$ cat src/rtl/interrupt_controller.sv
// Interrupt entry/return sequencer: drains the pipe, pushes return PC and flags,
// fetches the ISR vector, and reverses the sequence on RTI.
module interrupt_controller #(
  parameter logic [31:0] VECTOR_ADDR  = 32'h0000_0000,
  parameter int unsigned DRAIN_CYCLES = 3
) (
  input  logic        clk,
  input  logic        rst,
  input  logic        interrupt_signal,
  input  logic        rti_dec,
  input  logic        branch_in_flight,
  input  logic        mem_busy,
  input  logic [31:0] pc_current,
  input  logic [2:0]  flags_in,
  input  logic [15:0] mem_rdata,
  output logic        mem_push,
  output logic        mem_pop,
  output logic        mem_read,
  output logic [31:0] mem_addr,
  output logic [15:0] mem_wdata,
  output logic        stall_fetch,
  output logic        flush_pipe,
  output logic        pc_write,
  output logic [31:0] pc_value,
  output logic        flags_write,
  output logic [2:0]  flags_value,
  output logic        irq_active,
  output logic        busy
);

  localparam int unsigned CNT_W = (DRAIN_CYCLES > 1) ? $clog2(DRAIN_CYCLES) : 1;
  localparam logic [CNT_W-1:0] CNT_INIT =
    (DRAIN_CYCLES == 0) ? '0 : CNT_W'(DRAIN_CYCLES - 1);

  localparam logic [3:0] S_IDLE     = 4'd0;
  localparam logic [3:0] S_I_DRAIN  = 4'd1;
  localparam logic [3:0] S_PUSH_HI  = 4'd2;
  localparam logic [3:0] S_PUSH_LO  = 4'd3;
  localparam logic [3:0] S_PUSH_FLG = 4'd4;
  localparam logic [3:0] S_RD_VHI   = 4'd5;
  localparam logic [3:0] S_RD_VLO   = 4'd6;
  localparam logic [3:0] S_LOAD_PC  = 4'd7;
  localparam logic [3:0] S_R_DRAIN  = 4'd8;
  localparam logic [3:0] S_POP_FLG  = 4'd9;
  localparam logic [3:0] S_POP_LO   = 4'd10;
  localparam logic [3:0] S_POP_HI   = 4'd11;
  localparam logic [3:0] S_R_LOAD   = 4'd12;

  // Tags naming which capture register the read data of an issued request belongs to.
  localparam logic [2:0] K_NONE = 3'd0;
  localparam logic [2:0] K_VHI  = 3'd1;
  localparam logic [2:0] K_VLO  = 3'd2;
  localparam logic [2:0] K_FLG  = 3'd3;
  localparam logic [2:0] K_LO   = 3'd4;
  localparam logic [2:0] K_HI   = 3'd5;

  logic [3:0]       state_q, state_d;
  logic [CNT_W-1:0] cnt_q, cnt_d;
  logic             int_prev_q, int_prev_d;
  logic             irq_pending_q, irq_pending_d;
  logic [31:0]      ret_pc_q, ret_pc_d;
  logic [2:0]       snap_flags_q, snap_flags_d;
  logic [15:0]      vhi_q, vhi_d, vlo_q, vlo_d, lo_q, lo_d, hi_q, hi_d;
  logic             rd_done_q, rd_done_d;
  logic [2:0]       req_kind_q, req_kind_d, cap_kind_q, cap_kind_d;
  logic             mem_push_q, mem_push_d, mem_pop_q, mem_pop_d, mem_read_q, mem_read_d;
  logic [31:0]      mem_addr_q, mem_addr_d;
  logic [15:0]      mem_wdata_q, mem_wdata_d;
  logic             stall_q, stall_d, flush_q, flush_d, pc_write_q, pc_write_d;
  logic [31:0]      pc_value_q, pc_value_d;
  logic             flags_write_q, flags_write_d;
  logic [2:0]       flags_value_q, flags_value_d;
  logic             irq_active_q, irq_active_d, busy_q, busy_d;
  logic             take_c;

  // Next-state, capture and registered-output logic.
  always_comb begin
    state_d       = state_q;
    cnt_d         = cnt_q;
    int_prev_d    = interrupt_signal;
    ret_pc_d      = ret_pc_q;
    snap_flags_d  = snap_flags_q;
    vhi_d         = vhi_q;
    vlo_d         = vlo_q;
    lo_d          = lo_q;
    hi_d          = hi_q;
    rd_done_d     = rd_done_q;
    req_kind_d    = K_NONE;
    cap_kind_d    = req_kind_q;
    mem_push_d    = 1'b0;
    mem_pop_d     = 1'b0;
    mem_read_d    = 1'b0;
    mem_addr_d    = '0;
    mem_wdata_d   = '0;
    flush_d       = 1'b0;
    pc_write_d    = 1'b0;
    pc_value_d    = '0;
    flags_write_d = 1'b0;
    flags_value_d = '0;
    irq_active_d  = irq_active_q;
    take_c        = 1'b0;

    // Read data arrives the cycle after the request was visible on the bus.
    case (cap_kind_q)
      K_VHI: vhi_d = mem_rdata;
      K_VLO: begin vlo_d = mem_rdata; rd_done_d = 1'b1; end
      K_FLG: begin flags_write_d = 1'b1; flags_value_d = mem_rdata[2:0]; end
      K_LO:  lo_d = mem_rdata;
      K_HI:  begin hi_d = mem_rdata; rd_done_d = 1'b1; end
      default: ;
    endcase

    case (state_q)
      S_IDLE: begin
        rd_done_d = 1'b0;
        if (irq_pending_q && !irq_active_q && !branch_in_flight) begin
          take_c       = 1'b1;
          state_d      = S_I_DRAIN;
          cnt_d        = CNT_INIT;
          ret_pc_d     = pc_current;
          snap_flags_d = flags_in;
        end else if (rti_dec && irq_active_q) begin
          state_d = S_R_DRAIN;
          cnt_d   = CNT_INIT;
        end
      end
      S_I_DRAIN, S_R_DRAIN: begin
        if (cnt_q == '0) state_d = (state_q == S_I_DRAIN) ? S_PUSH_HI : S_POP_FLG;
        else             cnt_d   = cnt_q - CNT_W'(1);
      end
      S_PUSH_HI: if (!mem_busy) begin
        mem_push_d  = 1'b1;
        mem_wdata_d = ret_pc_q[31:16];
        state_d     = S_PUSH_LO;
      end
      S_PUSH_LO: if (!mem_busy) begin
        mem_push_d  = 1'b1;
        mem_wdata_d = ret_pc_q[15:0];
        state_d     = S_PUSH_FLG;
      end
      S_PUSH_FLG: if (!mem_busy) begin
        mem_push_d  = 1'b1;
        mem_wdata_d = {13'b0, snap_flags_q};
        state_d     = S_RD_VHI;
      end
      S_RD_VHI: if (!mem_busy) begin
        mem_read_d = 1'b1;
        mem_addr_d = VECTOR_ADDR;
        req_kind_d = K_VHI;
        state_d    = S_RD_VLO;
      end
      S_RD_VLO: if (!mem_busy) begin
        mem_read_d = 1'b1;
        mem_addr_d = VECTOR_ADDR + 32'd1;
        req_kind_d = K_VLO;
        state_d    = S_LOAD_PC;
      end
      S_LOAD_PC: if (rd_done_q) begin
        pc_write_d   = 1'b1;
        pc_value_d   = {vhi_q, vlo_q};
        flush_d      = 1'b1;
        irq_active_d = 1'b1;
        state_d      = S_IDLE;
      end
      S_POP_FLG: if (!mem_busy) begin
        mem_pop_d  = 1'b1;
        req_kind_d = K_FLG;
        state_d    = S_POP_LO;
      end
      S_POP_LO: if (!mem_busy) begin
        mem_pop_d  = 1'b1;
        req_kind_d = K_LO;
        state_d    = S_POP_HI;
      end
      S_POP_HI: if (!mem_busy) begin
        mem_pop_d  = 1'b1;
        req_kind_d = K_HI;
        state_d    = S_R_LOAD;
      end
      S_R_LOAD: if (rd_done_q) begin
        pc_write_d   = 1'b1;
        pc_value_d   = {hi_q, lo_q};
        flush_d      = 1'b1;
        irq_active_d = 1'b0;
        state_d      = S_IDLE;
      end
      default: state_d = S_IDLE;
    endcase

    // A new edge wins over the clear caused by taking the previous one.
    irq_pending_d = (interrupt_signal & ~int_prev_q) | (irq_pending_q & ~take_c);
    stall_d       = (state_d != S_IDLE);
    busy_d        = (state_d != S_IDLE);
  end

  always_ff @(posedge clk or negedge rst) begin
    if (!rst) begin
      state_q       <= S_IDLE;
      cnt_q         <= '0;
      int_prev_q    <= 1'b0;
      irq_pending_q <= 1'b0;
      ret_pc_q      <= '0;
      snap_flags_q  <= '0;
      vhi_q         <= '0;
      vlo_q         <= '0;
      lo_q          <= '0;
      hi_q          <= '0;
      rd_done_q     <= 1'b0;
      req_kind_q    <= K_NONE;
      cap_kind_q    <= K_NONE;
      mem_push_q    <= 1'b0;
      mem_pop_q     <= 1'b0;
      mem_read_q    <= 1'b0;
      mem_addr_q    <= '0;
      mem_wdata_q   <= '0;
      stall_q       <= 1'b0;
      flush_q       <= 1'b0;
      pc_write_q    <= 1'b0;
      pc_value_q    <= '0;
      flags_write_q <= 1'b0;
      flags_value_q <= '0;
      irq_active_q  <= 1'b0;
      busy_q        <= 1'b0;
    end else begin
      state_q       <= state_d;
      cnt_q         <= cnt_d;
      int_prev_q    <= int_prev_d;
      irq_pending_q <= irq_pending_d;
      ret_pc_q      <= ret_pc_d;
      snap_flags_q  <= snap_flags_d;
      vhi_q         <= vhi_d;
      vlo_q         <= vlo_d;
      lo_q          <= lo_d;
      hi_q          <= hi_d;
      rd_done_q     <= rd_done_d;
      req_kind_q    <= req_kind_d;
      cap_kind_q    <= cap_kind_d;
      mem_push_q    <= mem_push_d;
      mem_pop_q     <= mem_pop_d;
      mem_read_q    <= mem_read_d;
      mem_addr_q    <= mem_addr_d;
      mem_wdata_q   <= mem_wdata_d;
      stall_q       <= stall_d;
      flush_q       <= flush_d;
      pc_write_q    <= pc_write_d;
      pc_value_q    <= pc_value_d;
      flags_write_q <= flags_write_d;
      flags_value_q <= flags_value_d;
      irq_active_q  <= irq_active_d;
      busy_q        <= busy_d;
    end
  end

  assign mem_push    = mem_push_q;
  assign mem_pop     = mem_pop_q;
  assign mem_read    = mem_read_q;
  assign mem_addr    = mem_addr_q;
  assign mem_wdata   = mem_wdata_q;
  assign stall_fetch = stall_q;
  assign flush_pipe  = flush_q;
  assign pc_write    = pc_write_q;
  assign pc_value    = pc_value_q;
  assign flags_write = flags_write_q;
  assign flags_value = flags_value_q;
  assign irq_active  = irq_active_q;
  assign busy        = busy_q;

endmodule

$ cat config.mk
export PLATFORM = sky130hd
export DESIGN_NAME = interrupt_controller
export DESIGN_NICKNAME = d
export VERILOG_FILES = /design/src/rtl/interrupt_controller.sv
export SDC_FILE = /design/constraint.sdc
export NUM_CORES = 1
export LEC_CHECK = 0
export ABC_AREA = 1
export CORE_ASPECT_RATIO = 1.5
export CORE_MARGIN = 4
export CORE_UTILIZATION = 28
export DETAILED_ROUTE_END_ITERATION = 12
export DONT_BUFFER_PORTS = 1
export PLACE_DENSITY = 0.44
export REMOVE_ABC_BUFFERS = 1
export SLEW_MARGIN = 20
export SYNTH_ARGS = -nofsm -noshare
export SYNTH_HDL_FRONTEND = slang
export SYNTH_SLANG_ARGS = --single-unit
$ cat constraint.sdc
create_clock -name clk -period 3.7 [get_ports clk]
set_input_delay 0.74 -clock clk [delete_from_list [all_inputs] [get_ports clk]]
set_output_delay 0.74 -clock clk [all_outputs]
set_load 0.1 [all_outputs]
==> impl_metrics.env <==
export IMPL_status="finished clean"
export IMPL_clk_pin_slew_worst_paths_ns=0.07
export IMPL_cts_resized=0
export IMPL_rsz0062_at_grt="false"
export IMPL_yosysSeqAreaShare_pct=62.49
export IMPL_num_vias=4639
export IMPL_routed_wl_um=16300
export IMPL_yosysWarningCount=0
export IMPL_drtIter0Drc=338
export IMPL_num_rows=70
export IMPL_finClkSkew_ns=0.01113
export IMPL_ir_drop_mv=0.4039
export IMPL_grt_first_pass_wirelength_um=26770
export IMPL_die_h_um=200.7
export IMPL_cp_start_kind="flip-flop"
export IMPL_syn_instance_count=760
export IMPL_maxSlewHeadroom_pct=37.01
export IMPL_clk_latency_ns=0.43
export IMPL_critical_path_startpoint="busy$_DFF_PN0_"
export IMPL_drc_errors=0
export IMPL_cts_htree_levels=4
export IMPL_die_w_um=136.4
export IMPL_fin_cells=1089
export IMPL_cp_required_ns=2.96
export IMPL_synth_async_reset_ratio_pct=100.0
export IMPL_drive_gt1_share_pct=7.320
export IMPL_ff2ff_path_depth=7
export IMPL_wl_per_cell_um=14.97
export IMPL_setup_viol=0
export IMPL_hold_class="in2async"
export IMPL_min_period_ns=2.170
export IMPL_max_freq_mhz=460.9
export IMPL_netlist_cell_type_count=21
export IMPL_pin_count=149
export IMPL_cp_end_kind="output pin"
export IMPL_worst_slew_pin_slew_ns=0.9476
export IMPL_drv_slew=0
export IMPL_cts_tree="yes"
export IMPL_portBuffers=0
export IMPL_core_region_area_um2=24350
export IMPL_first_pass_iters=4
export IMPL_fin_crit_sh_pct=58.65
export IMPL_yosys_top_cells_area="dfrtp_1, nand2_1, o21ai_0"
export IMPL_cts_buffers=17
export IMPL_synth_area_um2=6928
export IMPL_tns_ns=0
export IMPL_crit_fanout=2
export IMPL_root_buffer="clkbuf_16"
export IMPL_globalRouteTotalUtil_pct=12.62
export IMPL_yosys_top_cells_count="nand2_1, dfrtp_1, o21ai_0"
export IMPL_syn_area_per_cell_um2=9.116
export IMPL_maxCapViolCount=0
export IMPL_synth_edf_count=0
export IMPL_yosysTopAreaCellShare_pct=62.49
export IMPL_ant_nets=0
export IMPL_p_leak_nw=3.809
export IMPL_antenna_found_initial=0
export IMPL_dp_cells=1058
export IMPL_synth_top_area_cell="dfrtp_1"
export IMPL_r2r_start="state_q[1]$_DFF_PN0_"
export IMPL_layout_nets=811
export IMPL_critPathKind="reg2out"
export IMPL_fillers=2628
export IMPL_path_depth=0
export IMPL_crit_end="busy"
export IMPL_grt_overflow=0
export IMPL_area_delta_synth_final_pct=10.94
export IMPL_initial_core_util_pct=28.45
export IMPL_hold_viol=0
export IMPL_regToRegEndpoint="irq_pending_q$_DFF_PN0_"
export IMPL_cp_arrival_ns=1.43
export IMPL_grt_max_degree=174
export IMPL_die_area_um2=27370
export IMPL_grt_pass1_vias=4849
export IMPL_via_per_inst=4.260
export IMPL_clkSinkCount=173
export IMPL_dp_hpwl_um=10150
export IMPL_synth_most_common_cell="nand2_1"
export IMPL_clockBufferDepth=2
export IMPL_ys_seq_elements=173
export IMPL_r2r_slack_ns=1.67
export IMPL_place_gp_congestion=0.7875
export IMPL_powerDensity_nw_per_um2=777.9
export IMPL_ys_flop_type="dfrtp_1"
export IMPL_num_antenna_cells=0
## worst reg2reg max path: stages (launching register included)
cell and delay [ns]:
dfrtp_1 0.48, nor2_4 0.24, nand2_2 0.14, nor2_4 0.11, buf_4 0.35, inv_2 0.37
nand2_1 0.14, o21ai_0 0.08
## stage by stage
| stage | power, W | setup slack (ns) | cell area [µm²] | utilization (%) | hold slack (ns) |
|---|---|---|---|---|---|
| 5_1_grt | 0.006425 | 1.416 | 7686 | 31.57 | -0.03320 |
| 6_report | 0.005979 | 1.530 | 7686 | 31.57 | 0.002590 |
| 4_1_cts | 0.006086 | 1.496 | 7686 | 31.57 | -0.02478 |
| 3_5_place_dp | 0.004260 | 1.504 | 7106 | 29.18 | 0.3409 |
| 2_1_floorplan | 0.003890 | 1.481 | 6638 | - | 0.3312 |
| 3_3_place_gp | 0.004238 | 1.464 | 7106 | 29.18 | 0.3346 |
## area by class of cell
class                   count  area [µm²]  share of cell area, %
flip-flops and latches    173        4332                  56.36
multi-input cells         505        2128                  27.69
clock buffers              18       439.2                  5.714
well taps                 324       405.4                  5.274
inverters                  48       180.2                  2.344
clock inverters            13       141.4                  1.839
repair buffers              8       60.06                 0.7814
## kinds of logic after synthesis
kind of cell / count (synthesis) / synth area share (%)
buffers and inverters: 112 / 8.416
AND/OR/NAND/NOR: 354 / 20.21
other: 1 / 0.05413
adder cells (fa/ha/maj): 1 / 0.1806
flip-flops: 173 / 62.49
AO/OA/AOI/OAI: 119 / 8.651
## how the worst min path moves through the flow
stage                                    to  slack, ns  depth (start not counted)               startpoint
detailed placement  cap_kind_q[1]$_DFF_PN0_       0.34                          0  cap_kind_d[1]$_DFF_PN0_
global placement    cap_kind_q[1]$_DFF_PN0_       0.33                          0  cap_kind_d[1]$_DFF_PN0_
CTS                   pc_value[2]$_DFF_PN0_      -0.02                          0                      rst
global route            hi_q[8]$_DFFE_PN0N_      -0.03                          0                      rst
finish               pc_value[24]$_DFF_PN0_      0.003                          0                      rst
floorplan           cap_kind_q[0]$_DFF_PN0_       0.33                          0  cap_kind_d[0]$_DFF_PN0_
## per-layer routing
| metal | global-route usage, % | vias up | part of all wire [%] |
|---|---|---|---|
| met5 | 0 | - | 0 |
| met4 | 4.467 | 0 | 1.6 |
| met3 | 4.388 | 15 | 5.9 |
| met2 | 20.84 | 113 | 50 |
| met1 | 15.17 | 2219 | 42 |
| li1 | - | 2292 | - |
## registers in the layout (all words and copies together) (netlist names), 3 cells and up
signal and count:
cap_kind_q 3, cap_kind_d 3, lo_q 16, pc_value 32, mem_wdata 16, vhi_q 16
state_q 4, ret_pc_q 32, snap_flags_q 3, hi_q 16, flags_value 3, vlo_q 16
## what timing repair did
item | in CTS | in global routing
setup endpoints to repair | 0 | 0
buffers inserted | 0 | 0
hold endpoints to repair | 168 | 166
## cells in the final DEF, fill, tap and decap left out, types with 7 or more instances in the layout
cell type	synthesis	layout
conb_1	1	31
a21oi_1	15	15
nor2_1	14	14
buf_4	35	8
nand3_1	20	20
o21ai_0	95	95
clkbuf_16	0	17
dfrtp_1	173	171
nand2_1	309	309
inv_1	41	41
inv_2	7	7
## power breakdown
group	switching [W]	total, W	leakage [nW]	internal, W
Sequential	0.000523	0.00291	2.10	0.00239
Combinational	0.000926	0.00129	1.43	0.000365
Clock	0.000769	0.00178	0.279	0.00101
Total	0.00222	0.00598	3.81	0.00376
(Power assumes the default switching activity.)
